===== src/rtl/proc_pkg.sv =====
// Shared definitions for the multi-cycle instruction controller.
// Contents:
//   state_t      - controller state encoding
//   OP_STORE     - opcode of the store instruction
//   OP_LOAD      - opcode of the load instruction
//   opcode_of()  - extracts the 4-bit opcode from the top of an instruction word
package proc_pkg;

    typedef enum logic [3:0] {
        IDLE       = 4'd0,
        LOAD_WR    = 4'd1,
        FETCH      = 4'd2,
        DECODE     = 4'd3,
        EXECUTE    = 4'd4,
        MEM_WR     = 4'd5,
        MEM_RD     = 4'd6,
        WRITE_BACK = 4'd7,
        HALT       = 4'd8,
        ERROR      = 4'd9
    } state_t;

    localparam logic [3:0] OP_STORE = 4'b0001;
    localparam logic [3:0] OP_LOAD  = 4'b0010;

    // Widest instruction word the helper below can handle; callers
    // zero-extend their word to this width and pass the real width.
    localparam int MAX_WORD_WIDTH = 128;

    function automatic logic [3:0] opcode_of(input logic [MAX_WORD_WIDTH-1:0] word,
                                             input int width);
        return word[width-1 -: 4];
    endfunction

endpackage


===== src/rtl/mem_wait_timer.sv =====
// Memory-wait watchdog for the controller's request states.
// Ports:
//   clk, reset  - clock and synchronous active-high reset
//   clear       - restart the wait count (no request pending, or ack seen)
//   count       - a request is pending this cycle without an ack
//   expired     - this is the MEM_TIMEOUT-th consecutive unacknowledged cycle
// MEM_TIMEOUT = 0 builds no counter and never expires.
module mem_wait_timer #(
    parameter int MEM_TIMEOUT = 255
) (
    input  logic clk,
    input  logic reset,
    input  logic clear,
    input  logic count,
    output logic expired
);

    generate
        if (MEM_TIMEOUT == 0) begin : g_off
            logic unused_inputs;
            assign unused_inputs = ^{clk, reset, clear, count};
            assign expired = 1'b0;
        end else begin : g_on
            localparam int CW = (MEM_TIMEOUT > 1) ? $clog2(MEM_TIMEOUT) : 1;
            logic [CW-1:0] wait_count;

            // Expiry is flagged combinationally in the cycle that would bring
            // the count to MEM_TIMEOUT, so an ack in that same cycle still wins
            // (the controller checks ack before expired).
            assign expired = count && (wait_count == CW'(MEM_TIMEOUT - 1));

            always_ff @(posedge clk) begin
                if (reset || clear) begin
                    wait_count <= '0;
                end else if (count && !expired) begin
                    wait_count <= wait_count + 1'b1;
                end
            end
        end
    endgenerate

endmodule


===== src/rtl/proc_ctrl_fsm.sv =====
// Multi-cycle control sequencer for the instruction processor.
// Streams a program into memory, then runs fetch/decode/execute/memory/
// write-back with a ready/ack memory handshake and a wait timeout.
// Ports:
//   clk, reset                    - clock, synchronous active-high reset
//   load_valid/data/last, load_ready - program load stream
//   mem_req/we/addr/wdata, mem_ack/rdata - memory handshake
//   ls_addr, dest_is_reg          - from the external decoder
//   alu_result, alu_branch_valid, alu_halt - from the external ALU
//   instr, opcode                 - instruction register and its opcode field
//   rf_we, rf_wdata               - register-file write port
//   pc, halted, error             - status
//   cycle_count, retired_count    - performance counters
// Optional feature macro: PROC_PERF_EN builds the performance counters;
// without it both counter ports are tied to zero.
module proc_ctrl_fsm
    import proc_pkg::*;
#(
    parameter int DATA_WIDTH = 32,
    parameter int ADDRESS_WIDTH = 12,
    parameter logic [ADDRESS_WIDTH-1:0] BOOT_ADDR = '0,
    parameter int MEM_TIMEOUT = 255
) (
    input  logic                     clk,
    input  logic                     reset,
    input  logic                     load_valid,
    input  logic [DATA_WIDTH-1:0]    load_data,
    input  logic                     load_last,
    output logic                     load_ready,
    output logic                     mem_req,
    output logic                     mem_we,
    output logic [ADDRESS_WIDTH-1:0] mem_addr,
    output logic [DATA_WIDTH-1:0]    mem_wdata,
    input  logic                     mem_ack,
    input  logic [DATA_WIDTH-1:0]    mem_rdata,
    input  logic [ADDRESS_WIDTH-1:0] ls_addr,
    input  logic                     dest_is_reg,
    input  logic [DATA_WIDTH-1:0]    alu_result,
    input  logic                     alu_branch_valid,
    input  logic                     alu_halt,
    output logic [DATA_WIDTH-1:0]    instr,
    output logic [3:0]               opcode,
    output logic                     rf_we,
    output logic [DATA_WIDTH-1:0]    rf_wdata,
    output logic [ADDRESS_WIDTH-1:0] pc,
    output logic                     halted,
    output logic                     error,
    output logic [31:0]              cycle_count,
    output logic [31:0]              retired_count
);

    state_t state, next_state;

    logic [ADDRESS_WIDTH-1:0]  load_ptr;
    logic [DATA_WIDTH-1:0]     load_word;
    logic                      load_last_q;
    logic [DATA_WIDTH-1:0]     exec_result;
    logic [DATA_WIDTH-1:0]     wb_data;
    logic [MAX_WORD_WIDTH-1:0] instr_ext;
    logic                      in_req_state;
    logic                      timer_expired;

    assign instr_ext = MAX_WORD_WIDTH'(instr);
    assign opcode    = opcode_of(instr_ext, DATA_WIDTH);
    assign rf_wdata  = (opcode == OP_LOAD) ? wb_data : exec_result;

    // Derived from state alone so the timer does not loop back through
    // the next-state logic that consumes its expiry flag.
    assign in_req_state = (state == LOAD_WR) || (state == FETCH) ||
                          (state == MEM_WR)  || (state == MEM_RD);

    mem_wait_timer #(
        .MEM_TIMEOUT(MEM_TIMEOUT)
    ) u_timer (
        .clk    (clk),
        .reset  (reset),
        .clear  (!in_req_state || mem_ack),
        .count  (in_req_state && !mem_ack),
        .expired(timer_expired)
    );

    always_ff @(posedge clk) begin
        if (reset) begin
            state <= IDLE;
        end else begin
            state <= next_state;
        end
    end

    // Request states always test ack before the timeout so a completion in
    // the final allowed cycle is honoured.
    always_comb begin
        next_state = state;
        load_ready = 1'b0;
        mem_req    = 1'b0;
        mem_we     = 1'b0;
        mem_addr   = '0;
        mem_wdata  = '0;
        rf_we      = 1'b0;
        halted     = 1'b0;
        error      = 1'b0;
        case (state)
            IDLE: begin
                load_ready = 1'b1;
                if (load_valid) next_state = LOAD_WR;
            end
            LOAD_WR: begin
                mem_req   = 1'b1;
                mem_we    = 1'b1;
                mem_addr  = load_ptr;
                mem_wdata = load_word;
                if (mem_ack) begin
                    if (load_last_q)    next_state = FETCH;
                    else if (&load_ptr) next_state = ERROR;
                    else                next_state = IDLE;
                end else if (timer_expired) begin
                    next_state = ERROR;
                end
            end
            FETCH: begin
                mem_req  = 1'b1;
                mem_addr = pc;
                if (mem_ack)            next_state = DECODE;
                else if (timer_expired) next_state = ERROR;
            end
            DECODE: next_state = EXECUTE;
            EXECUTE: begin
                if (alu_halt)                next_state = HALT;
                else if (opcode == OP_STORE) next_state = MEM_WR;
                else if (opcode == OP_LOAD)  next_state = MEM_RD;
                else                         next_state = WRITE_BACK;
            end
            MEM_WR: begin
                mem_req   = 1'b1;
                mem_we    = 1'b1;
                mem_addr  = ls_addr;
                mem_wdata = exec_result;
                if (mem_ack)            next_state = WRITE_BACK;
                else if (timer_expired) next_state = ERROR;
            end
            MEM_RD: begin
                mem_req  = 1'b1;
                mem_addr = ls_addr;
                if (mem_ack)            next_state = WRITE_BACK;
                else if (timer_expired) next_state = ERROR;
            end
            WRITE_BACK: begin
                rf_we      = dest_is_reg && (opcode != OP_STORE);
                next_state = FETCH;
            end
            HALT:  halted = 1'b1;
            ERROR: error  = 1'b1;
            default: next_state = ERROR;
        endcase
    end

    // Datapath registers, updated according to the current state.
    always_ff @(posedge clk) begin
        if (reset) begin
            pc          <= BOOT_ADDR;
            load_ptr    <= BOOT_ADDR;
            load_word   <= '0;
            load_last_q <= 1'b0;
            instr       <= '0;
            exec_result <= '0;
            wb_data     <= '0;
        end else begin
            case (state)
                IDLE: begin
                    if (load_valid) begin
                        load_word   <= load_data;
                        load_last_q <= load_last;
                    end
                end
                LOAD_WR: begin
                    if (mem_ack) begin
                        load_ptr <= load_ptr + 1'b1;
                        if (load_last_q) pc <= BOOT_ADDR;
                    end
                end
                FETCH: begin
                    if (mem_ack) instr <= mem_rdata;
                end
                EXECUTE: exec_result <= alu_result;
                MEM_RD: begin
                    if (mem_ack) wb_data <= mem_rdata;
                end
                WRITE_BACK: begin
                    pc <= alu_branch_valid ? exec_result[ADDRESS_WIDTH-1:0] : pc + 1'b1;
                end
                default: ;
            endcase
        end
    end

`ifdef PROC_PERF_EN
    logic [31:0] cycle_q;
    logic [31:0] retired_q;

    // Cycles count only while a program is running; retirement counts each
    // write-back plus the halting instruction itself.
    always_ff @(posedge clk) begin
        if (reset) begin
            cycle_q   <= '0;
            retired_q <= '0;
        end else begin
            if (!((state == IDLE) || (state == LOAD_WR) || (state == HALT) || (state == ERROR)))
                cycle_q <= cycle_q + 1'b1;
            if ((state == WRITE_BACK) || ((state != HALT) && (next_state == HALT)))
                retired_q <= retired_q + 1'b1;
        end
    end

    assign cycle_count   = cycle_q;
    assign retired_count = retired_q;
`else
    assign cycle_count   = '0;
    assign retired_count = '0;
`endif

endmodule


===== config.mk =====
export PLATFORM = sky130hd
export DESIGN_NAME = proc_ctrl_fsm
export DESIGN_NICKNAME = d
export VERILOG_FILES = /design/src/rtl/proc_pkg.sv /design/src/rtl/mem_wait_timer.sv /design/src/rtl/proc_ctrl_fsm.sv
export SDC_FILE = /design/constraint.sdc
export NUM_CORES = 1
export LEC_CHECK = 0
export CAP_MARGIN = 20
export CORE_MARGIN = 1
export CORE_UTILIZATION = 44
export DETAILED_ROUTE_END_ITERATION = 16
export PLACE_DENSITY = 0.88
export SLEW_MARGIN = 20
export SYNTH_ARGS = -nofsm -noshare
export SYNTH_HDL_FRONTEND = slang
export SYNTH_HIERARCHICAL = 1
export SYNTH_SLANG_ARGS = --single-unit
export TNS_END_PERCENT = 100

===== constraint.sdc =====
create_clock -name clk -period 2.27 [get_ports clk]
set_input_delay 0.5675 -clock clk [delete_from_list [all_inputs] [get_ports clk]]
set_output_delay 0.5675 -clock clk [all_outputs]
set_load 0.05 [all_outputs]

==> key figures <==
Status
  – Status: finished with violations
  – Failing checks: negative setup slack

Drt
  – WL final: a little under 30 mm
  – DRT Pass-1 Iters: 9
  – Initial drt markers: just over 1,000
  – Detailed-route wire length per cell: approximately 19 µm
  – Vias per inst: around 5.5
  – ANT nets after route: 0
  – Vias: 8,701
  – Remaining DRCs: 0

Yosys
  – Syn_area_per_cell: 7.45 µm²
  – Post-synth ARST share: 0%
  – Synthesized area: between 0.008 and 0.009 mm²
  – Distinct cell type count after synthesis: 59
  – Number of synthesis warnings: 6
  – Leading area contributor after synthesis: dfxtp_1
  – Top cell type's share of synthesized area: between 40% and 50%
  – Top cells by count, synth: nand2_1 (373), dfxtp_1 (165), a21oi_1 (145), buf_4 (68), clkbuf_1 (56)
  – Synth area leaders: dfxtp_1 (41%), nand2_1 (17%), a21oi_1 (9.0%)
  – EDFF count, synth: 0
  – Top-count cell post-synth: nand2_1
  – Flops & latches, synth: ~170
  – Gate Count Post-Synth: around 1,100
  – Sequential share of the synthesized area: between 40% and 50%
  – Most common flop cell mapped by yosys: dfxtp_1

GRT
  – Grt total ovfl: 0
  – All-layer global routing usage: between 30 and 40%
  – Largest net degree at the start of global routing: 56
  – GR Layer Usage met2: 52.2%
  – Busiest layer in global routing: met2
  – First-pass GRT wire length: 44.1 mm
  – Vias in the first global route: slightly above 8,000
  – Met3 usage: between 8 and 9%
  – Met1 Use GR: between 30% and 40%
  – Initial antenna violation count: 0

Floorplanning
  – Chip width: between 100 and 150 µm
  – Core area: around 0.018 mm²
  – I/O Pins: 310
  – Die Ht: roughly 140 µm
  – Die Area: about 0.019 mm²
  – # rows: 49
  – Initial core utilization: 44.9%

Finish
  – N_diodes: 0
  – Footprint of the multi-input gates: roughly 0.0046 mm²
  – Post-route cell area: around 0.013 mm²
  – Area Growth Syn to Fin: 60.6%
  – Fill cell count: ~1,200
  – Final nets: about 1,400
  – Register area: between 0.003 and 0.004 mm²
  – Share of cells above drive strength 1: between 20% and 30%

STA
  – Fin crit share: 111%
  – Slew @ Worst Pin: between 600 and 700 ps
  – Final WS setup: -247 ps
  – Final setup viols: between 70 and 80
  – Final Hold Fails: 0
  – Fmax: roughly 400 MHz
  – Slew Viols, Final: 0
  – Slew headroom: slightly below 60%
  – RSZ-0062 raised after global routing: true
  – Crit path time final: approximately 2500 ps
  – Max Clock Skew: 10.6 ps

Power
  – Pwr Density: ~550 mW/mm²
  – Pleak: roughly 5 nW
  – Peak VDD IR: roughly 0.53 mV

Clocking
  – CTS tree: done
  – Cts hold-fix bufs: 0
  – Clk_lat worst skew: around 430 ps
  – H-tree depth: 4
  – Clock tree buffer depth: 2
  – Clk sink count: about 170
  – Clock root buffer: clkbuf_16
  – Number of buffers created by CTS: 17
  – Worst-path clk slew: about 70 ps

Place
  – GPL Wtd Cong: between 0.9 and 1
  – Placed cell area: 0.0115 mm²
  – DP HPWL: between 15 and 20 mm
  – Pre-CTS setup slack: between 70 and 80 ps
  – Port buffer count: 245

Setup path
  – Crit Path Class: flop to primary output
  – Crit path capture type: primary output
  – Req. time, crit path: ~1700 ps
  – Startpoint types: flop
  – Worst Path Max Fanout: 8
  – CP arrival: between 1500 and 2000 ps

Hold path
  – Worst min-delay path class: flop to flop

Job
  – Max Cap Viol: 0
## area by class of cell
cell class / count / share of cell area (%)
clock buffers: 18 / 3.33
clock inverters: 14 / 1.10
inverters: 24 / 0.728
multi-input cells: 806 / 35.7
flip-flops and latches: 165 / 25.7
well taps: 229 / 2.22
repair buffers: 312 / 31.2
## cells by family (layout without fill, tap and decap cells)
| family | after synthesis | count (layout) | share of synthesized area [%] |
|---|---|---|---|
| buffers and inverters | 170 | 368 | 11.6 |
| xor gates and xnor gates | 6 | 6 | 0.654 |
| adders and majority gates | 4 | 4 | 0.623 |
| other | 1 | 64 | 0.0467 |
| AOI/OAI and AO/OA | 244 | 244 | 19.2 |
| and+or+nand+nor | 483 | 483 | 26.2 |
| muxes | 5 | 5 | 0.623 |
| DFF | 165 | 165 | 41.1 |
## worst max-delay path, cell delays in order, from the launching register on
cell and delay (ps):
dfxtp_2 320, or4b_4 620, clkbuf_16 230, nand2_1 120
nand2_2 80, buf_12 150
## registers in the layout (all words and copies together) (netlist names)
register / flops
exec_result: 32
instr: 32
load_word: 32
wb_data: 32
load_ptr: 12
pc: 12
u_timer/g_on.wait_count: 8
state: 4
load_last_q: 1
## cells in the final DEF, fill, tap and decap left out, drive strengths merged, types with 12 or more instances in the layout
master,n
nand4,12
clkbuf,21
a222oi,12
a22o,41
inv,31
buf,151
nor2,20
a21oi,145
nand2,373
conb,64
dfxtp,165
clkdlybuf4s50,146
## metal layers
| layer | vias up | share of wire [%] | wire length [µm] |
|---|---|---|---|
| met5 | - | 0 | 0 |
| met2 | 524 | 49 | 14700 |
| met3 | 92 | 9.4 | 2790 |
| li1 | 4033 | - | - |
| met1 | 4052 | 37 | 10900 |
| met4 | 0 | 4.5 | 1340 |
## per-stage QoR
stage | power (W) | TNS (ps) | instances | hold WS (ps) | util [%]
4_1_cts | 0.00710 | -14100 | 1565 | 455 | 70.9
3_3_place_gp | 0.00412 | 0 | 1513 | 441 | 64.4
3_5_place_dp | 0.00413 | 0 | 1513 | 446 | 64.4
6_report | 0.00708 | -14790 | 1568 | 456 | 72.0
2_1_floorplan | 0.00373 | -1360 | 1141 | 437 | -
5_1_grt | 0.00729 | -19180 | 1568 | 472 | 72.0
## worst paths after layout
check             startpoint           to  slack (ps)  cells past startpoint
hold reg to reg    instr[20]    instr[20]         460                      2
hold / removal     instr[20]    instr[20]         460                      2
setup reg to reg    state[0]        pc[6]         200                      8
setup / recovery   instr[28]  rf_wdata[4]        -250                      5
## power by group
part	internal [W]	switching, W
clock	0.00155	0.00131
combinational	0.000510	0.000726
sequential	0.00294	0.0000444
total	0.00500	0.00208
## what timing repair did
item                       4_1_cts  5_1_grt
hold endpoints to repair         0        0
gates cloned                     7        3
resized for setup               82       38
pin swaps                       23        9
buffers inserted                13        3
setup endpoints to repair       87       79
Power figures use the tool's default switching activity.
